<file path="config.mk">
export PLATFORM = sky130hd
export DESIGN_NAME = uart_tx_frame_scheduler_flat
export DESIGN_NICKNAME = d
export VERILOG_FILES = /design/src/rtl/uart_tx_frame_scheduler_if.sv /design/src/rtl/uart_tx_frame_scheduler.sv /design/src/flat_wrapper.sv
export SDC_FILE = /design/constraint.sdc
export NUM_CORES = 1
export LEC_CHECK = 0
export CELL_PAD_IN_SITES_DETAIL_PLACEMENT = 1
export CELL_PAD_IN_SITES_GLOBAL_PLACEMENT = 1
export CORE_MARGIN = 1
export CORE_UTILIZATION = 43
export CTS_BUF_LIST = sky130_fd_sc_hd__clkbuf_8
export CTS_CLUSTER_DIAMETER = 50
export DETAILED_ROUTE_END_ITERATION = 8
export GPL_TIMING_DRIVEN = 1
export PLACE_DENSITY_LB_ADDON = 0.2
export SETUP_SLACK_MARGIN = 0.4
export SYNTH_ARGS = -nofsm -noshare
export SYNTH_HDL_FRONTEND = slang
export SYNTH_SLANG_ARGS = --single-unit
</file>
<file path="constraint.sdc">
create_clock -name CLK -period 9.4 [get_ports CLK]
set_clock_uncertainty 0.05 [all_clocks]
set_input_delay 1.88 -clock CLK [delete_from_list [all_inputs] [get_ports CLK]]
set_output_delay 1.88 -clock CLK [all_outputs]
set_load 0.02 [all_outputs]
</file>
<file path="src/rtl/uart_tx_frame_scheduler_if.sv">
// Handshake bundle between the frame scheduler, the per-channel FWFT byte sources
// and the UART byte transmitter.
interface uart_tx_frame_scheduler_if #(
  parameter int NUM_REQ = 4
);
  logic [NUM_REQ-1:0]   Req;
  logic [8*NUM_REQ-1:0] Req_Len;
  logic [8*NUM_REQ-1:0] Byte_Data;
  logic [NUM_REQ-1:0]   Byte_Valid;
  logic [NUM_REQ-1:0]   Byte_Pop;
  logic [NUM_REQ-1:0]   Grant;
  logic                 Send_Sig;
  logic [7:0]           TX_Data;
  logic                 TX_Done_Sig;
  logic                 Busy;
  logic                 Frame_Done;
  logic                 Err_Underrun;
  logic                 Err_Ack;

  modport master (
    input  Req, Req_Len, Byte_Data, Byte_Valid, TX_Done_Sig,
    output Byte_Pop, Grant, Send_Sig, TX_Data, Busy, Frame_Done, Err_Underrun, Err_Ack
  );

  modport slave (
    output Req, Req_Len, Byte_Data, Byte_Valid, TX_Done_Sig,
    input  Byte_Pop, Grant, Send_Sig, TX_Data, Busy, Frame_Done, Err_Underrun, Err_Ack
  );
endinterface

</file>
<file path="src/rtl/uart_tx_frame_scheduler.sv">
// Round-robin frame scheduler: wraps a granted channel's payload as
// HDR0 HDR1 ID LEN payload CHK and feeds it byte by byte to one UART transmitter.
module uart_tx_frame_scheduler #(
  parameter int         NUM_REQ      = 4,
  parameter logic [7:0] HDR0         = 8'hEB,
  parameter logic [7:0] HDR1         = 8'h90,
  parameter int         UNDERRUN_MAX = 1024,
  parameter int         ACK_TIMEOUT  = 65535,
  parameter int         GAP_CYCLES   = 16
) (
  input logic                       CLK,
  input logic                       RSTn,
  uart_tx_frame_scheduler_if.master bus
);

  localparam int IDX_W     = (NUM_REQ > 1) ? $clog2(NUM_REQ) : 1;
  localparam int CNT_MAX_A = (UNDERRUN_MAX > ACK_TIMEOUT) ? UNDERRUN_MAX : ACK_TIMEOUT;
  localparam int CNT_MAX   = (CNT_MAX_A > GAP_CYCLES) ? CNT_MAX_A : GAP_CYCLES;
  localparam int CNT_W     = $clog2(CNT_MAX + 1);

  typedef enum logic [2:0] {IDLE, ARB, LOAD, SEND, WAIT_ACK, WAIT_DONE, GAP} state_t;

  state_t             state_reg, state_next;
  logic [IDX_W-1:0]   ptr_reg, ptr_next;
  logic [IDX_W-1:0]   gidx_reg, gidx_next;
  logic [NUM_REQ-1:0] grant_reg, grant_next;
  logic [7:0]         len_reg, len_next;
  logic [8:0]         idx_reg, idx_next;
  logic [7:0]         chk_reg, chk_next;
  logic [CNT_W-1:0]   cnt_reg, cnt_next;
  logic [7:0]         tx_data_reg, tx_data_next;
  logic               underrun_reg, underrun_next;
  logic               frame_done_reg, frame_done_next;
  logic               err_underrun_reg, err_underrun_next;
  logic               err_ack_reg, err_ack_next;

  logic [7:0] len_lane  [NUM_REQ];
  logic [7:0] data_lane [NUM_REQ];

  for (genvar gi = 0; gi < NUM_REQ; gi++) begin : g_lane
    assign len_lane[gi]  = bus.Req_Len[8*gi +: 8];
    assign data_lane[gi] = bus.Byte_Data[8*gi +: 8];
  end

  // Frame position: 0 HDR0, 1 HDR1, 2 ID, 3 LEN, 4..LEN+3 payload, LEN+4 CHK
  logic [8:0] len_ext;
  logic       is_payload, is_last, byte_ready;
  logic [7:0] id_byte, cur_byte;

  assign len_ext    = {1'b0, len_reg};
  assign is_payload = (idx_reg >= 9'd4) && (idx_reg < len_ext + 9'd4);
  assign is_last    = (idx_reg == len_ext + 9'd4);
  assign id_byte    = {{(8-IDX_W){1'b0}}, gidx_reg};
  assign byte_ready = !is_payload || underrun_reg || bus.Byte_Valid[gidx_reg];

  always_comb begin
    cur_byte = chk_reg;
    if (idx_reg == 9'd0)      cur_byte = HDR0;
    else if (idx_reg == 9'd1) cur_byte = HDR1;
    else if (idx_reg == 9'd2) cur_byte = id_byte;
    else if (idx_reg == 9'd3) cur_byte = len_reg;
    else if (is_payload)      cur_byte = underrun_reg ? 8'h00 : data_lane[gidx_reg];
  end

  // First active requester strictly after the pointer, wrapping around
  logic             arb_found;
  logic [IDX_W-1:0] arb_idx, cand;

  always_comb begin
    arb_found = 1'b0;
    arb_idx   = ptr_reg;
    cand      = '0;
    for (int k = 1; k <= NUM_REQ; k++) begin
      cand = IDX_W'((int'(ptr_reg) + k) % NUM_REQ);
      if (!arb_found && bus.Req[cand]) begin
        arb_found = 1'b1;
        arb_idx   = cand;
      end
    end
  end

  always_comb begin
    state_next        = state_reg;
    ptr_next          = ptr_reg;
    gidx_next         = gidx_reg;
    grant_next        = grant_reg;
    len_next          = len_reg;
    idx_next          = idx_reg;
    chk_next          = chk_reg;
    cnt_next          = cnt_reg;
    tx_data_next      = tx_data_reg;
    underrun_next     = underrun_reg;
    frame_done_next   = 1'b0;
    err_underrun_next = 1'b0;
    err_ack_next      = 1'b0;

    case (state_reg)
      IDLE: if (|bus.Req) state_next = ARB;

      ARB: begin
        if (arb_found) begin
          grant_next    = NUM_REQ'(1) << arb_idx;
          ptr_next      = arb_idx;
          gidx_next     = arb_idx;
          len_next      = len_lane[arb_idx];
          chk_next      = 8'h00;
          idx_next      = 9'd0;
          cnt_next      = '0;
          underrun_next = 1'b0;
          state_next    = LOAD;
        end else begin
          state_next = IDLE;
        end
      end

      LOAD: begin
        if (!byte_ready) begin
          // Once the source has starved long enough the rest of the payload is padded
          if (cnt_reg == CNT_W'(UNDERRUN_MAX - 1)) begin
            underrun_next     = 1'b1;
            err_underrun_next = 1'b1;
            cnt_next          = '0;
          end else begin
            cnt_next = cnt_reg + CNT_W'(1);
          end
        end else if (bus.TX_Done_Sig) begin
          tx_data_next = cur_byte;
          cnt_next     = '0;
          state_next   = SEND;
        end
      end

      SEND: begin
        if (idx_reg >= 9'd2 && !is_last) chk_next = chk_reg ^ tx_data_reg;
        cnt_next   = '0;
        state_next = WAIT_ACK;
      end

      WAIT_ACK: begin
        if (!bus.TX_Done_Sig) begin
          state_next = WAIT_DONE;
        end else if (cnt_reg == CNT_W'(ACK_TIMEOUT - 1)) begin
          err_ack_next = 1'b1;
          grant_next   = '0;
          cnt_next     = '0;
          state_next   = GAP;
        end else begin
          cnt_next = cnt_reg + CNT_W'(1);
        end
      end

      WAIT_DONE: begin
        if (bus.TX_Done_Sig) begin
          cnt_next = '0;
          if (is_last) begin
            frame_done_next = 1'b1;
            grant_next      = '0;
            state_next      = GAP;
          end else begin
            idx_next   = idx_reg + 9'd1;
            state_next = LOAD;
          end
        end
      end

      GAP: begin
        if (cnt_reg >= CNT_W'(GAP_CYCLES - 1)) begin
          cnt_next   = '0;
          state_next = IDLE;
        end else begin
          cnt_next = cnt_reg + CNT_W'(1);
        end
      end

      default: state_next = IDLE;
    endcase
  end

  always_ff @(posedge CLK or negedge RSTn) begin
    if (!RSTn) begin
      state_reg        <= IDLE;
      ptr_reg          <= IDX_W'(NUM_REQ - 1);
      gidx_reg         <= '0;
      grant_reg        <= '0;
      len_reg          <= 8'h00;
      idx_reg          <= 9'd0;
      chk_reg          <= 8'h00;
      cnt_reg          <= '0;
      tx_data_reg      <= 8'h00;
      underrun_reg     <= 1'b0;
      frame_done_reg   <= 1'b0;
      err_underrun_reg <= 1'b0;
      err_ack_reg      <= 1'b0;
    end else begin
      state_reg        <= state_next;
      ptr_reg          <= ptr_next;
      gidx_reg         <= gidx_next;
      grant_reg        <= grant_next;
      len_reg          <= len_next;
      idx_reg          <= idx_next;
      chk_reg          <= chk_next;
      cnt_reg          <= cnt_next;
      tx_data_reg      <= tx_data_next;
      underrun_reg     <= underrun_next;
      frame_done_reg   <= frame_done_next;
      err_underrun_reg <= err_underrun_next;
      err_ack_reg      <= err_ack_next;
    end
  end

  assign bus.Send_Sig     = (state_reg == SEND);
  assign bus.Byte_Pop     = (state_reg == SEND && is_payload && !underrun_reg) ? grant_reg : '0;
  assign bus.Grant        = grant_reg;
  assign bus.TX_Data      = tx_data_reg;
  assign bus.Busy         = (state_reg != IDLE);
  assign bus.Frame_Done   = frame_done_reg;
  assign bus.Err_Underrun = err_underrun_reg;
  assign bus.Err_Ack      = err_ack_reg;

endmodule

</file>
<file path="src/flat_wrapper.sv">
// flat-port wrapper written by rule: the top's interface ports become plain ports
module uart_tx_frame_scheduler_flat 
#(
  parameter int         NUM_REQ      = 4,
  parameter logic [7:0] HDR0         = 8'hEB,
  parameter logic [7:0] HDR1         = 8'h90,
  parameter int         UNDERRUN_MAX = 1024,
  parameter int         ACK_TIMEOUT  = 65535,
  parameter int         GAP_CYCLES   = 16
)
  (CLK, RSTn, bus_Req, bus_Req_Len, bus_Byte_Data, bus_Byte_Valid, bus_TX_Done_Sig, bus_Byte_Pop, bus_Grant, bus_Send_Sig, bus_TX_Data, bus_Busy, bus_Frame_Done, bus_Err_Underrun, bus_Err_Ack);
  uart_tx_frame_scheduler_if #(.NUM_REQ(NUM_REQ)) bus_i ();
  input logic CLK;
  input logic RSTn;
  input wire logic [$bits(bus_i.Req)-1:0] bus_Req;
  input wire logic [$bits(bus_i.Req_Len)-1:0] bus_Req_Len;
  input wire logic [$bits(bus_i.Byte_Data)-1:0] bus_Byte_Data;
  input wire logic [$bits(bus_i.Byte_Valid)-1:0] bus_Byte_Valid;
  input wire logic [$bits(bus_i.TX_Done_Sig)-1:0] bus_TX_Done_Sig;
  output wire logic [$bits(bus_i.Byte_Pop)-1:0] bus_Byte_Pop;
  output wire logic [$bits(bus_i.Grant)-1:0] bus_Grant;
  output wire logic [$bits(bus_i.Send_Sig)-1:0] bus_Send_Sig;
  output wire logic [$bits(bus_i.TX_Data)-1:0] bus_TX_Data;
  output wire logic [$bits(bus_i.Busy)-1:0] bus_Busy;
  output wire logic [$bits(bus_i.Frame_Done)-1:0] bus_Frame_Done;
  output wire logic [$bits(bus_i.Err_Underrun)-1:0] bus_Err_Underrun;
  output wire logic [$bits(bus_i.Err_Ack)-1:0] bus_Err_Ack;
  assign bus_i.Req = bus_Req;
  assign bus_i.Req_Len = bus_Req_Len;
  assign bus_i.Byte_Data = bus_Byte_Data;
  assign bus_i.Byte_Valid = bus_Byte_Valid;
  assign bus_i.TX_Done_Sig = bus_TX_Done_Sig;
  assign bus_Byte_Pop = bus_i.Byte_Pop;
  assign bus_Grant = bus_i.Grant;
  assign bus_Send_Sig = bus_i.Send_Sig;
  assign bus_TX_Data = bus_i.TX_Data;
  assign bus_Busy = bus_i.Busy;
  assign bus_Frame_Done = bus_i.Frame_Done;
  assign bus_Err_Underrun = bus_i.Err_Underrun;
  assign bus_Err_Ack = bus_i.Err_Ack;
  uart_tx_frame_scheduler #(.NUM_REQ(NUM_REQ), .HDR0(HDR0), .HDR1(HDR1), .UNDERRUN_MAX(UNDERRUN_MAX), .ACK_TIMEOUT(ACK_TIMEOUT), .GAP_CYCLES(GAP_CYCLES)) u_core (.CLK(CLK), .RSTn(RSTn), .bus(bus_i));
endmodule
</file>
==> flow_summary.ini, run 1 <==
[status]
outcome = finished clean

[route]
drtIter0Drc = 151
met1_length_mm = 5.504
route.vias.total = 4054
wl_per_cell_um = 18.94
drtAntennaViolNets = 0
drc = 0
wl_met3_um = 552
highest_layer = met4
avgViaCountPerCell = 5.767
dr.pass1.iters = 4
postRouteWirelength_mm = 13.32
routed-wl-met2_mm = 6.979

[setup_path]
crit_fanout = 12
ff2ff_path_depth = 11
rr_startpoint = u_core.len_reg[3]
cp-start-kind = flip-flop
r2r_end = u_core.bus.TX_Data[6]
end_kind = output port
crit_arrival_ns = 4.04
rrSetupSlack_ns = 6.02
worstSetupPathType = reg2out
crit_required_ns = 7.47

[cells_and_area]
syn_to_final_growth_pct = 26.15
post-route-util = 0.5612
layout-drive-gt1-share = 0.08246
final_nets = 655
antenna_cells = 0
final_area_sq_um = 5510
largest_reg_flops = 16

[sta]
worst_slew_pin_slew_ns = 1.051
setup_ws_ns = 3.431
period_needed_ns = 5.969
fin_tns_setup_ns = 0
setup_violations = 0
slew-limit-headroom = 0.2996
drv_slew = 0
rsz0062_at_grt = false
hold_viol_final = 0
clock.fmax_ghz = 0.1675
period_share = 0.6350

[clocking]
cts_resized = 0
cts_tree = yes
clockRootBuffer = clkbuf_8
insertion_delay_ns = 0.36
clk_pin_slew_ns = 0.07
numCtsBuffers = 9
htreeDepth = 3
cts_hold_buf = 0
post_cts_buffers = 0
clock_path_buffers = 2
numClockSinks = 64

[yosys]
netlist_top_cells_count = 62 x dfrtp_1, 54 x nand2_1, 43 x nor2_1
synthTopCellsByArea = dfrtp_1 36%, nand2_1 4.6%, ha_1 4.3%
yosys_most_used_dff = dfrtp_1
synth_top_area_frac = 0.3552
syn-cell-area_sq_um = 4368
ys_types = 64
synth_warnings = 0
synthesis.nets = 577
yosys.area.top_type = dfrtp_1
synth_most_common_cell = dfrtp_1
syn_inst = 487
ys_ff_latch = 64
yosysSeqAreaShare = 0.3672
syn-mean-instance-area_sq_um = 8.969
synth_edf_count = 0
async_flop_share = 1.000

[placed_design]
placed_area_sq_um = 5359
dp_worst_setup_slack_ns = 3.861
gp_congestion = 0.8953
port_buffers = 95
dp.final_hpwl_mm = 10.29

[global_route]
grt_first_pass_wirelength_mm = 21.72
grt_max_degree = 65
grt_antenna_before_repair = 0
grt.total_usage = 0.2736
overflow = 0
grt_pass1_vias = 4187

[floorplanning]
dieWidth_um = 102.8
initial_core_util = 0.4448
core_area_sq_um = 9819
floorplan.die_area_sq_um = 10560
die_h_um = 102.8
pin_count = 96
rows = 36

[pwr]
powerDensity_nw_per_um2 = 239.5
ir_worst_vdd_mv = 0.1470
leakage_nw = 2.327
power.total_mw = 1.320

[hold_path]
hp-class = reg2reg
hold_end = u_core.bus.Grant[0]
worst_hold_startpoint = u_core.bus.Grant[0]
whs_path_depth = 2

[run]
drv_cap = 0
[area by class of cell]
| cell class | instances | area (sq um) |
|---|---|---|
| fill | 1190 | 4309 |
| sequential | 64 | 1604 |
| clock buffer | 9 | 123.9 |
| tap | 133 | 166.4 |
| timing repair buffer | 99 | 975.9 |
| inverter | 11 | 41.29 |
| clock inverter | 7 | 27.53 |
| multi-input combinational | 380 | 2571 |
[worst max-delay path: stages (launching register included)]
cell,delay (ns)
dfrtp_1,0.44
ha_1,0.26
nand3_1,0.11
xor2_1,0.15
ha_1,0.31
a21oi_1,0.15
o21ai_0,0.18
nor4_4,0.25
nand2_1,0.38
nor4_1,0.59
and2_1,0.24
clkdlybuf4s50_1,0.60
[metal layers]
metal / up-vias / global-route usage
met2: 82 / 0.4759
met3: 22 / 0.06915
met4: 0 / 0.08559
met5: - / 0
li1: 1939 / -
met1: 2011 / 0.3323
[metrics by stage]
step	hold WS (ns)	cells
2_1_floorplan	0.4470	487
3_3_place_gp	0.4393	687
3_5_place_dp	0.4652	687
4_1_cts	0.4811	703
5_1_grt	0.5142	703
6_report	0.4758	703
[layout by cell type (no fill, tap or decap), types with 8 or more instances in the layout]
| cell type | instances |
|---|---|
| nand2_1 | 54 |
| mux2_2 | 13 |
| dfrtp_1 | 62 |
| xor2_1 | 17 |
| a21oi_1 | 25 |
| nand4_1 | 13 |
| inv_1 | 16 |
| mux2i_1 | 15 |
| nor2_1 | 43 |
| ha_1 | 15 |
| o311ai_1 | 8 |
| and3_1 | 12 |
| o21ai_0 | 32 |
| nor2b_1 | 10 |
| nor3_1 | 11 |
| clkdlybuf4s50_1 | 94 |
| nand3_1 | 24 |
| clkbuf_8 | 9 |
[cell families after synthesis]
| kind of cell | synth area share |
|---|---|
| fa+ha+maj | 0.04297 |
| flops | 0.3672 |
| compound gates | 0.1650 |
| xor+xnor | 0.03810 |
| simple gates | 0.2340 |
| buf+inv | 0.04526 |
| mux | 0.1074 |
[power breakdown]
| group | internal [mW] | switching [mW] |
|---|---|---|
| clock | 0.0894 | 0.104 |
| combinational | 0.295 | 0.370 |
| sequential | 0.349 | 0.112 |
[how the worst max path moves through the flow]
stage	start	endpoint	slack [ns]	cells past startpoint
floorplan	u_core.len_reg[2]	bus_Byte_Pop[0]	5.01	11
global placement	u_core.len_reg[2]	bus_Byte_Pop[2]	4.07	11
detailed placement	u_core.len_reg[3]	bus_Byte_Pop[1]	3.86	11
CTS	u_core.len_reg[2]	bus_Byte_Pop[1]	3.46	11
global route	u_core.len_reg[2]	bus_Byte_Pop[3]	3.15	11
finish	u_core.len_reg[3]	bus_Byte_Pop[1]	3.43	11
Power figures use the tool's default switching activity.
==> inputs of run 2 (changes only) <==
- CORE_UTILIZATION: 43 -> 36
- clock period: 9.4 -> 5.1 ns (I/O delays scaled with it)
==> flow_summary.ini, run 2 (synthesis results as in run 1) <==
[status]
outcome = finished clean

[cells_and_area]
antenna_cells = 0
mostFrequentLayoutCells = 94 x clkdlybuf4s50_1, 59 x dfrtp_1, 54 x nand2_1, 43 x nor2_1, 32 x o21ai_0
largest_reg_flops = 16
fill_cells = 1350
layout-drive-gt1-share = 0.1016
layout_commonest_cell = clkdlybuf4s50_1
final_nets = 657
final_area_sq_um = 5610
final_cells = 714
syn_to_final_growth_pct = 28.44

[clocking]
clockRootBuffer = clkbuf_8
numClockSinks = 64
clk_pin_slew_ns = 0.07
post_cts_buffers = 0
cts_hold_buf = 0
cts_tree = yes
clock_path_buffers = 2
insertion_delay_ns = 0.35
htreeDepth = 3
cts_resized = 1
numCtsBuffers = 9

[setup_path]
rr_startpoint = u_core.len_reg[2]
crit_required_ns = 4.03
cp-start-kind = flip-flop
rrSetupSlack_ns = 1.94
end_kind = output port
r2r_end = u_core.bus.TX_Data[6]
crit_fanout = 6
ff2ff_path_depth = 12
worstSetupPathType = reg2out
crit_arrival_ns = 3.39
startpoint = u_core.len_reg[2]

[pwr]
ir_worst_vdd_mv = 0.2396
leakage_nw = 2.340
power.total_mw = 2.540
powerDensity_nw_per_um2 = 452.8

[hold_path]
whs_path_depth = 2
hold_end = u_core.bus.Grant[1]
hp-class = reg2reg
worst_hold_startpoint = u_core.bus.Grant[1]

[floorplanning]
core_area_sq_um = 11610
floorplan.die_area_sq_um = 12580
initial_core_util = 0.3761
dieWidth_um = 112.2
rows = 39
pin_count = 96
die_h_um = 112.2

[placed_design]
dp.final_hpwl_mm = 10.33
port_buffers = 95
placed_area_sq_um = 5386
gp_congestion = 0.8294
placedCellCount = 699

[global_route]
overflow = 0
grt_first_pass_wirelength_mm = 22.34
grt_max_degree = 42
grt.total_usage = 0.2259
grt_antenna_before_repair = 0
grt_pass1_vias = 4314

[sta]
slew-limit-headroom = 0.3387
clock.fmax_ghz = 0.2243
worst_slew_pin_slew_ns = 0.9920
drv_slew = 0
setup_violations = 0
period_share = 0.8740
period_needed_ns = 4.457
rsz0062_at_grt = true
hold_viol_final = 0
fin_tns_setup_ns = 0

[route]
avgViaCountPerCell = 5.644
dr.pass1.iters = 4
drc = 0
postRouteWirelength_mm = 13.25
wl_per_cell_um = 18.56
route.vias.total = 4030
drtAntennaViolNets = 0
drtIter0Drc = 144

[run]
drv_cap = 0
-- run 2: changes by cell type in the layout (fill, tap and decap cells not counted), sizes merged --
cell / before / now
clkinv: 2 / 3
inv: 16 / 10
buf: 5 / 7
clkbuf: 9 / 12
bufinv: 0 / 1
-- run 2: per-stage QoR --
| stage | hold WS (ns) | worst slack (ns) | util |
|---|---|---|---|
| after floorplan | 0.4470 | 1.574 | - |
| after global placement | 0.4446 | 0.6960 | 0.4638 |
| after detailed placement | 0.4736 | 0.5498 | 0.4638 |
| after CTS | 0.4897 | 0.4102 | 0.4820 |
| after global routing | 0.5103 | 0.3900 | 0.4831 |
| final | 0.4759 | 0.6426 | 0.4831 |
-- run 2: how the worst max path moves through the flow --
stage,slack [ns],depth (start not counted),end
2_1_floorplan,1.57,11,bus_Byte_Pop[0]
3_3_place_gp,0.70,11,bus_Byte_Pop[1]
3_5_place_dp,0.55,11,bus_Byte_Pop[3]
4_1_cts,0.41,11,bus_Byte_Pop[2]
5_1_grt,0.39,11,bus_Byte_Pop[2]
6_report,0.64,11,bus_Byte_Pop[2]
-- run 2: routing by layer --
layer / GRT usage / share of wire / up-vias
li1: - / - / 1945
met1: 0.2909 / 0.45 / 2006
met2: 0.3892 / 0.50 / 65
met3: 0.03942 / 0.035 / 14
met4: 0.06400 / 0.014 / 0
met5: 0 / 0 / -
-- run 2: cell type report --
type                            count  area (sq um)  share of cell area
Clock buffer                       12         165.2             0.02944
Timing Repair Buffer              101         991.0              0.1766
Clock inverter                      3         40.04            0.007136
Inverter                           11         41.29            0.007360
Tap cell                          143         178.9             0.03189
Multi-Input combinational cell    380          2586              0.4610
Sequential cell                    64          1608              0.2866
-- run 2: power breakdown --
| group | total, mW | switching (mW) | internal (mW) |
|---|---|---|---|
| Sequential | 0.860 | 0.215 | 0.645 |
| Clock | 0.457 | 0.196 | 0.261 |
| Combinational | 1.22 | 0.673 | 0.550 |
-- run 2: critical path, stage by stage, from the launching register on --
cell	delay [ns]
dfrtp_2	0.45
ha_1	0.26
nand3_1	0.11
xor2_1	0.15
ha_1	0.28
a21oi_1	0.13
o21ai_0	0.16
nor4_4	0.25
nand2_1	0.18
nor4_4	0.27
and2_1	0.19
clkdlybuf4s50_1	0.60
==> inputs of run 3 (changes only) <==
- CAP_MARGIN: not set -> 40
- CORE_UTILIZATION: 36 -> 35
- CTS_BUF_LIST: sky130_fd_sc_hd__clkbuf_8 -> sky130_fd_sc_hd__clkbuf_4 sky130_fd_sc_hd__clkbuf_8 sky130_fd_sc_hd__clkbuf_16
==> flow_summary.ini, run 3 (synthesis results as in run 1) <==
[status]
outcome = finished clean

[clocking]
numCtsBuffers = 9
clockRootBuffer = clkbuf_16
insertion_delay_ns = 0.34
clk_pin_slew_ns = 0.05
htreeDepth = 3
numClockSinks = 64
clock_path_buffers = 2
cts_tree = yes

[sta]
period_needed_ns = 4.480
clock.fmax_ghz = 0.2232
setup_violations = 0
drv_slew = 0
fin_tns_setup_ns = 0
slew-limit-headroom = 0.5139
setup_ws_ns = 0.6199
hold_viol_final = 0
period_share = 0.8785
rsz0062_at_grt = true
worst_slew_pin_slew_ns = 0.7292

[route]
drc = 0
avgViaCountPerCell = 5.520
wl_per_cell_um = 18.51
drtIter0Drc = 222
dr.pass1.iters = 4
drtAntennaViolNets = 0
postRouteWirelength_mm = 13.71
route.vias.total = 4090

[floorplanning]
floorplan.die_area_sq_um = 12930
dieWidth_um = 113.7
initial_core_util = 0.3606
rows = 40
die_h_um = 113.7
core_area_sq_um = 12110
pin_count = 96

[cells_and_area]
regArea_sq_um = 1604
syn_to_final_growth_pct = 30.99
post-route-util = 0.4724
layout_commonest_cell = clkdlybuf4s50_1
fill_cells = 1430
final_cells = 741
final_nets = 660
mostFrequentLayoutCells = 91 x clkdlybuf4s50_1, 62 x dfrtp_1, 54 x nand2_1, 43 x nor2_1, 32 x o21ai_0
largest_reg_flops = 16
antenna_cells = 0
multi_input_area_sq_um = 2571
layout-drive-gt1-share = 0.09773

[setup_path]
crit_arrival_ns = 3.41
crit_required_ns = 4.03
path_cells = ha_1, nand3_1, xor2_1, ha_1, a21oi_1, o21ai_0, nor4_4, nand2_1, nor4_1, buf_4, and2_1, clkdlybuf4s50_1
r2r_end = u_core.bus.TX_Data[2]
crit_fanout = 6
worstSetupPathType = reg2out
cpPeakStageDelay_ns = 0.60
cp-start-kind = flip-flop
rr_startpoint = u_core.len_reg[4]
crit_family = simple AND/OR/NAND/NOR gates
ff2ff_path_depth = 12
end_kind = output port
crit_slowest_cell = clkdlybuf4s50_1
cpMostUsedCell = ha_1
crit_buf_inv = 2
rrSetupSlack_ns = 1.83

[global_route]
grt_pass1_vias = 4283
grt.total_usage = 0.2278
grt_antenna_before_repair = 0
overflow = 0
grt_first_pass_wirelength_mm = 22.51
grt_max_degree = 37

[hold_path]
whs_path_depth = 2
hp-class = reg2reg
worst_hold_startpoint = u_core.bus.Grant[0]
hold_end = u_core.bus.Grant[0]

[placed_design]
port_buffers = 95
dp_worst_setup_slack_ns = 0.9019
placedCellCount = 726
dp.final_hpwl_mm = 10.39
gp_congestion = 0.8712

[pwr]
powerDensity_nw_per_um2 = 464.0
power.total_mw = 2.655
leakage_nw = 2.445
ir_worst_vdd_mv = 0.2510

[run]
drv_cap = 0
## run 3: worst max-delay path by stage
stage	start	to	slack [ns]	depth (start not counted)
3_3_place_gp	u_core.len_reg[2]	bus_Byte_Pop[1]	1.06	12
5_1_grt	u_core.len_reg[2]	bus_Byte_Pop[2]	0.36	12
3_5_place_dp	u_core.len_reg[2]	bus_Byte_Pop[3]	0.90	12
6_report	u_core.len_reg[2]	bus_Byte_Pop[2]	0.62	12
2_1_floorplan	u_core.len_reg[2]	bus_Byte_Pop[0]	1.57	11
4_1_cts	u_core.len_reg[2]	bus_Byte_Pop[3]	0.52	12
## run 3: power by group
part           leakage (nW)  internal (mW)  switching [mW]
Clock                 0.136          0.352           0.214
Combinational          1.49          0.557           0.682
Sequential            0.822          0.644           0.207
## run 3: through the flow
stage          instance area [sq um]  hold WS (ns)
5_1_grt                         5722        0.4916
3_3_place_gp                    5425        0.4438
3_5_place_dp                    5440        0.4564
4_1_cts                         5707        0.4684
2_1_floorplan                   4368        0.4470
6_report                        5722        0.4629
## run 3: worst min-delay path, cell delays in order (launching register included)
cell	delay (ns)
dfrtp_1	0.36
nand2_1	0.05
o21ai_0	0.06
## run 3: area by class of cell
class,instances,area share
Tap cell,168,0.03674
Sequential cell,64,0.2803
Timing Repair Buffer,104,0.1798
Clock inverter,1,0.0008747
Inverter,11,0.007216
Clock buffer,13,0.04570
Multi-Input combinational cell,380,0.4494
## run 3: what timing repair did
item | in CTS | in global routing
resized for setup | 0 | 3
setup buffers | 0 | 1
setup endpoints to repair | 0 | 4
hold buffers | 0 | 0
## run 3: metal layers
layer | GRT usage | vias up | part of all wire
li1 | - | 1951 | -
met1 | 0.3022 | 2058 | 0.46
met2 | 0.3776 | 63 | 0.49
met3 | 0.04410 | 18 | 0.034
met4 | 0.06491 | 0 | 0.014
met5 | 0 | - | 0
